### config.mk
export PLATFORM = sky130hd
export DESIGN_NAME = pixel_write_sink_flat
export DESIGN_NICKNAME = d
export VERILOG_FILES = /design/src/rtl/pixel_write_sink_pkg.sv /design/src/rtl/pixel_write_sink_if.sv /design/src/rtl/pixel_write_sink_fifo.sv /design/src/rtl/pixel_write_sink.sv /design/src/flat_wrapper.sv
export SDC_FILE = /design/constraint.sdc
export NUM_CORES = 1
export LEC_CHECK = 0
export CAP_MARGIN = 10
export CORE_MARGIN = 5
export CORE_UTILIZATION = 50
export DETAILED_ROUTE_END_ITERATION = 10
export HOLD_SLACK_MARGIN = 0.03
export PLACE_DENSITY = 0.65
export SYNTH_ARGS = -nofsm -noshare
export SYNTH_HDL_FRONTEND = slang
export SYNTH_SLANG_ARGS = --single-unit
### constraint.sdc
create_clock -name clock -period 5.85 [get_ports clock]
set_input_delay 1.755 -clock clock [delete_from_list [all_inputs] [get_ports clock]]
set_output_delay 1.755 -clock clock [all_outputs]
set_load 0.02 [all_outputs]
### src/rtl/pixel_write_sink_pkg.sv
// Shared screen geometry, field widths, FSM encoding and address helper for pixel_write_sink.
package pixel_write_sink_pkg;

    localparam int SCREEN_W = 160;
    localparam int SCREEN_H = 120;
    localparam int FB_WORDS = SCREEN_W * SCREEN_H;

    localparam int X_W      = 8;
    localparam int Y_W      = 7;
    localparam int COLOUR_W = 18;
    localparam int ADDR_W   = 15;

    typedef enum logic [1:0] {
        ST_IDLE       = 2'd0,
        ST_CLEAR_WAIT = 2'd1,
        ST_CLEAR      = 2'd2,
        ST_CLEAR_FIN  = 2'd3
    } state_t;

    typedef struct packed {
        logic [X_W-1:0]      x;
        logic [Y_W-1:0]      y;
        logic [COLOUR_W-1:0] colour;
    } pixel_t;

    // y*160 + x as shift-adds, wrapped to the framebuffer address width
    function automatic logic [ADDR_W-1:0] pixel_addr(input logic [X_W-1:0] x,
                                                      input logic [Y_W-1:0] y);
        logic [ADDR_W-1:0] yw;
        yw = ADDR_W'(y);
        return (yw << 7) + (yw << 5) + ADDR_W'(x);
    endfunction

endpackage

### src/rtl/pixel_write_sink_if.sv
// Pixel-write bus from the drawers plus the framebuffer write port, grouped for pixel_write_sink.
interface pixel_write_sink_if;
    import pixel_write_sink_pkg::*;

    logic [X_W-1:0]      vga_x;
    logic [Y_W-1:0]      vga_y;
    logic [COLOUR_W-1:0] vga_colour;
    logic                vga_write;
    logic                busy;

    logic [ADDR_W-1:0]   fb_addr;
    logic [COLOUR_W-1:0] fb_data;
    logic                fb_we;
    logic                fb_ready;

    modport master (
        output vga_x, vga_y, vga_colour, vga_write, fb_ready,
        input  busy, fb_addr, fb_data, fb_we
    );

    modport slave (
        input  vga_x, vga_y, vga_colour, vga_write, fb_ready,
        output busy, fb_addr, fb_data, fb_we
    );

endinterface

### src/rtl/pixel_write_sink_fifo.sv
// pixel_fifo: synchronous FIFO with registered occupancy count; full/empty derive from the count.
module pixel_fifo #(
    parameter int DEPTH  = 8,
    parameter int DATA_W = 33
) (
    input  logic              clock,
    input  logic              resetn,
    input  logic              push,
    input  logic              pop,
    input  logic [DATA_W-1:0] din,
    output logic [DATA_W-1:0] dout,
    output logic              full,
    output logic              empty
);

    localparam int PTR_W = $clog2(DEPTH);

    logic [DATA_W-1:0] mem [DEPTH];
    logic [PTR_W-1:0]  wr_ptr;
    logic [PTR_W-1:0]  rd_ptr;
    logic [PTR_W:0]    count;
    logic              do_push;
    logic              do_pop;

    assign full    = (count == (PTR_W+1)'(DEPTH));
    assign empty   = (count == '0);
    assign do_push = push && !full;
    assign do_pop  = pop && !empty;
    assign dout    = mem[rd_ptr];

    always_ff @(posedge clock or negedge resetn) begin
        if (!resetn) begin
            wr_ptr <= '0;
            rd_ptr <= '0;
            count  <= '0;
        end else begin
            if (do_push) wr_ptr <= wr_ptr + 1'b1;
            if (do_pop)  rd_ptr <= rd_ptr + 1'b1;
            count <= count + (PTR_W+1)'(do_push) - (PTR_W+1)'(do_pop);
        end
    end

    // Storage carries no reset; only the pointers define validity
    always_ff @(posedge clock) begin
        if (do_push) mem[wr_ptr] <= din;
    end

endmodule

### src/rtl/pixel_write_sink.sv
// Pixel-write sink: FIFO, address conversion, framebuffer output register and screen-clear FSM.
// Optional build macro PIXEL_SINK_CLIP_EN discards off-screen coordinates at push time.
module pixel_write_sink
    import pixel_write_sink_pkg::*;
#(
    parameter int DEPTH = 8
) (
    input  logic                clock,
    input  logic                resetn,
    pixel_write_sink_if.slave   pix,
    input  logic                clear_start,
    input  logic [COLOUR_W-1:0] clear_colour,
    output logic                clear_done,
    output logic                overflow
);

    state_t              state;
    state_t              state_next;
    pixel_t              push_pix;
    pixel_t              head;
    logic                fifo_full;
    logic                fifo_empty;
    logic                in_range;
    logic                push;
    logic                pop;
    logic                out_free;
    logic                load_clear;
    logic                clear_step;
    logic                clear_last;
    logic                we_p1;
    logic [ADDR_W-1:0]   addr_p1;
    logic [COLOUR_W-1:0] data_p1;
    logic [ADDR_W-1:0]   clr_cnt;

`ifdef PIXEL_SINK_CLIP_EN
    assign in_range = (pix.vga_x < X_W'(SCREEN_W)) && (pix.vga_y < Y_W'(SCREEN_H));
`else
    assign in_range = 1'b1;
`endif

    assign push_pix   = '{x: pix.vga_x, y: pix.vga_y, colour: pix.vga_colour};
    assign push       = pix.vga_write && in_range && !fifo_full;
    assign pix.busy   = fifo_full;
    assign out_free   = !we_p1 || pix.fb_ready;
    assign clear_last = (clr_cnt == ADDR_W'(FB_WORDS - 1));

    pixel_fifo #(
        .DEPTH  (DEPTH),
        .DATA_W ($bits(pixel_t))
    ) u_fifo (
        .clock  (clock),
        .resetn (resetn),
        .push   (push),
        .pop    (pop),
        .din    (push_pix),
        .dout   (head),
        .full   (fifo_full),
        .empty  (fifo_empty)
    );

    always_ff @(posedge clock or negedge resetn) begin
        if (!resetn) overflow <= 1'b0;
        else if (pix.vga_write && in_range && fifo_full) overflow <= 1'b1;
    end

    always_ff @(posedge clock or negedge resetn) begin
        if (!resetn) state <= ST_IDLE;
        else         state <= state_next;
    end

    // Popping stops as soon as a clear is requested so the output register can go idle
    always_comb begin
        state_next = state;
        pop        = 1'b0;
        load_clear = 1'b0;
        clear_step = 1'b0;
        clear_done = 1'b0;
        case (state)
            ST_IDLE: begin
                if (clear_start) state_next = ST_CLEAR_WAIT;
                else             pop = out_free && !fifo_empty;
            end
            ST_CLEAR_WAIT: begin
                if (out_free) begin
                    load_clear = 1'b1;
                    state_next = ST_CLEAR;
                end
            end
            ST_CLEAR: begin
                if (pix.fb_ready) begin
                    clear_step = 1'b1;
                    if (clear_last) state_next = ST_CLEAR_FIN;
                end
            end
            ST_CLEAR_FIN: begin
                clear_done = 1'b1;
                state_next = ST_IDLE;
            end
            default: state_next = ST_IDLE;
        endcase
    end

    // Output stage p1: one framebuffer write held until accepted
    always_ff @(posedge clock or negedge resetn) begin
        if (!resetn) begin
            we_p1   <= 1'b0;
            addr_p1 <= '0;
            data_p1 <= '0;
            clr_cnt <= '0;
        end else if (pop) begin
            we_p1   <= 1'b1;
            addr_p1 <= pixel_addr(head.x, head.y);
            data_p1 <= head.colour;
        end else if (load_clear) begin
            we_p1   <= 1'b1;
            addr_p1 <= '0;
            data_p1 <= clear_colour;
            clr_cnt <= '0;
        end else if (clear_step) begin
            if (clear_last) begin
                we_p1 <= 1'b0;
            end else begin
                clr_cnt <= clr_cnt + 1'b1;
                addr_p1 <= clr_cnt + 1'b1;
            end
        end else if (we_p1 && pix.fb_ready) begin
            we_p1 <= 1'b0;
        end
    end

    assign pix.fb_we   = we_p1;
    assign pix.fb_addr = addr_p1;
    assign pix.fb_data = data_p1;

endmodule

### src/flat_wrapper.sv
// flat-port wrapper written by rule: the top's interface ports become plain ports
module pixel_write_sink_flat import pixel_write_sink_pkg::*;
#(
    parameter int DEPTH = 8
)
  (clock, resetn, clear_start, clear_colour, clear_done, overflow, pix_vga_x, pix_vga_y, pix_vga_colour, pix_vga_write, pix_fb_ready, pix_busy, pix_fb_addr, pix_fb_data, pix_fb_we);
  pixel_write_sink_if pix_i ();
  input  logic clock;
  input  logic resetn;
  input  logic clear_start;
  input  logic [COLOUR_W-1:0] clear_colour;
  output logic clear_done;
  output logic overflow;
  input wire logic [$bits(pix_i.vga_x)-1:0] pix_vga_x;
  input wire logic [$bits(pix_i.vga_y)-1:0] pix_vga_y;
  input wire logic [$bits(pix_i.vga_colour)-1:0] pix_vga_colour;
  input wire logic [$bits(pix_i.vga_write)-1:0] pix_vga_write;
  input wire logic [$bits(pix_i.fb_ready)-1:0] pix_fb_ready;
  output wire logic [$bits(pix_i.busy)-1:0] pix_busy;
  output wire logic [$bits(pix_i.fb_addr)-1:0] pix_fb_addr;
  output wire logic [$bits(pix_i.fb_data)-1:0] pix_fb_data;
  output wire logic [$bits(pix_i.fb_we)-1:0] pix_fb_we;
  assign pix_i.vga_x = pix_vga_x;
  assign pix_i.vga_y = pix_vga_y;
  assign pix_i.vga_colour = pix_vga_colour;
  assign pix_i.vga_write = pix_vga_write;
  assign pix_i.fb_ready = pix_fb_ready;
  assign pix_busy = pix_i.busy;
  assign pix_fb_addr = pix_i.fb_addr;
  assign pix_fb_data = pix_i.fb_data;
  assign pix_fb_we = pix_i.fb_we;
  pixel_write_sink #(.DEPTH(DEPTH)) u_core (.clock(clock), .resetn(resetn), .pix(pix_i), .clear_start(clear_start), .clear_colour(clear_colour), .clear_done(clear_done), .overflow(overflow));
endmodule
==> reports/summary.md <==
- 0 — number of nets still failing antenna checks after routing
- 0.0159 ns — setup clock skew after layout
- 27.7 mm — total wirelength of the detailed-routed design
- 0.51 ns — latest clock arrival within the worst-skew pair
- 870 — number of nets in the synthesized netlist
- 174 um — height of the chip
- 0.06 ns — clock-pin slew on the worst setup and hold paths
- reg2reg — Min-Delay Path Class
- 0 — Max-cap violations
- 972 — number of nets in the finished design
- met5 — topmost layer with routed signal wires
- 35 — number of buffers created by CTS
- edfxtp_1 (264), clkdlybuf4s50_1 (91), mux4_2 (66) — most frequent cells in the layout
- 0 — final count of hold timing violations
- 326 — synthesized flop and latch total
- 377 nW/um^2 — PD cells
- 2 — count of H-tree levels built during CTS
- 5.47 nW — leakage power summed over all cells
- 1969 — total of fill cells in the finished design
- 4 — buffers plus inverters on the worst setup path
- 7673 — vias in the first global route
- 18.6% — area delta synth->final
- 0.179 — proportion of layout cells with a drive suffix above 1
- 0 — DR DRC count
- 4.50 ns — Data arrival, critical path
- 0.50 ns — maximum cell stage delay along the critical path
- 5.84 — via density per instance
- input pin — Critical Path Start Type
- 784 — Syn Inst Count
- 0 ns — Total Negative Setup Slacks
- 1 — number of antenna violations at the first check in global routing
- 13500 um^2 — Synth Cell Area
- 0 — final-report setup violation count
- 264 — Post-synth EDFFs
- 6.24 ns — worst path required time
- 326 — Clock Sink Count
- 93 — number of ports placed on the die boundary
- register — type of element capturing the critical path
- 3830 um^2 — total area of multi-input combinational cells
- finished, final reports clean — outcome
- 0.745 — final weighted congestion in routability-driven placement
- buffers and inverters — cell class contributing the biggest share of worst-path delay
- 4.11 ns — Final min period
- 0.243 GHz — fmax
- built — clock tree from TritonCTS
- 22.1 um — routed length per instance
- 0.190 — fraction of registers with async set or reset after synthesis
- in2reg — critical path class
- 1.31 mm — Detail Route met3 WL
- 0 — global route overflow
- 0 — total setup buffers inserted after CTS
- 0.703 — period utilisation layout
- 0.598 — fraction of the core area covered by cells at the end of the flow
- 0 — number of synthesis warnings
- 10 — path depth of the worst reg2reg path
- 16.8 mm — post-DP HPWL
- 44 — pin count of the biggest net entering global routing
- 13.7 mm — Detail Route met2 WL
- 17.2 um^2 — synthesized area divided by synthesized cell count
- 0.185 — GR Util All Layers
- 0 — antenna diode count
- 174 um — Die W
- 0.505 — effective utilization at floorplan
- 9490 um^2 — combined flip-flop and latch cell area
- clkdlybuf4s50_1 — critical-path cell with the highest stage delay
- 0 — Post-CTS Resized
- 0 — CTS Hold Buffers Added
- clkbuf_16 — clock root cell
- 60 — placement row count
- 92 — total of buffers placed on input and output ports
- 44.0 mm — first-pass GRT wire length
- clkdlybuf4s50_1 -> nor2b_1 -> a211o_2 -> buf_4 -> inv_1 -> ha_1 -> inv_1 -> ha_1 -> fa_1 -> xor2_1 — cell chain of the critical path
- 26800 um^2 — Core Footprint
- 55 — Netlist cell types
- 6 — first-pass iteration count of the detailed router
- 0.701 — fraction of the yosys area taken by sequential cells
- edfxtp_1 — flip-flop cell with the highest count after synthesis
- 0.187 — worst max-slew margin expressed relative to the limit
- 621 — Initial DRC Count
- 27 — largest fanout on the critical path
- 1.22 ns — worst slew pin tran
- edfxtp_1 — commonest non-fill, non-tap cell in the layout
- 12.2 mm — detailed-route wire length on metal 1
- 0 — max-slew violation count
- 1 — Cells on Worst Hold Path
- 243 uV — Max VDD drop
- 30400 um^2 — area of the die
- no — unrepaired setup endpoints after global routing
- 10 — number of stages on the worst setup path
- 3 — maximum count of clock buffers along a single path
- 7318 — total number of vias
==> kinds of logic after synthesis <==
family,count (synthesis),synth area share
AOI/OAI and AO/OA,102,0.0537
xor gates and xnor gates,19,0.0123
adders and majority gates,30,0.0294
buffers and inverters,61,0.0199
DFF,326,0.701
muxes,87,0.126
and+or+nand+nor,159,0.0575
==> metal layers <==
metal / vias up / track usage
li1: 3307 / -
met4: 2 / 0.0403
met1: 3786 / 0.262
met3: 46 / 0.0326
met2: 177 / 0.305
met5: - / 0
==> through the flow <==
step | cell area [um^2] | power (mW) | setup slack [ns] | hold WS [ns] | cells
after global routing | 16000 | 6.30 | 1.53 | 0.475 | 1254
after CTS | 16000 | 6.09 | 1.70 | 0.460 | 1251
final | 16000 | 6.04 | 1.74 | 0.460 | 1254
after floorplan | 13500 | 3.53 | 0.948 | 0.479 | 784
after global placement | 14800 | 3.85 | 1.33 | 0.440 | 1187
after detailed placement | 14800 | 3.90 | 1.25 | 0.447 | 1187
==> registers in the layout (all words and copies together), names as in the netlist <==
register,flops
u_core.u_fifo.mem,264
u_core.pix.fb_data,18
u_core.clr_cnt,15
u_core.pix.fb_addr,15
u_core.u_fifo.count,4
u_core.u_fifo.rd_ptr,3
u_core.u_fifo.wr_ptr,3
u_core.state,2
u_core.overflow,1
u_core.pix.fb_we,1
==> Yosys cell counts, types with 10 or more instances <==
cell type	number	area (um^2)
buf_2	11	55.1
xnor2_1	10	87.6
mux2i_1	12	120
a211oi_1	21	158
a31oi_1	21	131
dfrtp_1	62	1550
ha_1	27	338
edfxtp_1	264	7930
nor2b_1	22	138
o21ai_0	15	75.1
nand2_1	60	225
nor3_1	11	55.1
nor2_1	26	97.6
clkbuf_1	19	71.3
inv_1	20	75.1
mux4_2	66	1490
==> power breakdown <==
group          internal, mW  switching (mW)
registers              2.87           0.123
clock network          1.31           0.875
logic                 0.355           0.507
total                  4.53            1.51
==> layout make-up <==
class | count | area share
Timing Repair Buffer | 106 | 0.0660
Tap cell | 341 | 0.0266
Sequential cell | 326 | 0.591
Multi-Input combinational cell | 397 | 0.239
Inverter | 20 | 0.00468
Clock inverter | 18 | 0.0119
Clock buffer | 46 | 0.0604
==> final timing paths <==
kind                       slack [ns]                                  end                                start
max reg2reg                      1.83   u_core.pix.fb_addr[14]$_DFFE_PN0P_  u_core.u_fifo.rd_ptr[0]$_DFFE_PN0P_
min                              0.46          u_core.overflow$_DFFE_PN0P_          u_core.overflow$_DFFE_PN0P_
min in group asynchronous        1.32          u_core.overflow$_DFFE_PN0P_                               resetn
max                              1.74     u_core.u_fifo.count[2]$_DFF_PN0_                         pix_fb_ready
max in group asynchronous        3.49  u_core.u_fifo.rd_ptr[0]$_DFFE_PN0P_                               resetn
min reg2reg                      0.46          u_core.overflow$_DFFE_PN0P_          u_core.overflow$_DFFE_PN0P_
(Power assumes the default switching activity.)
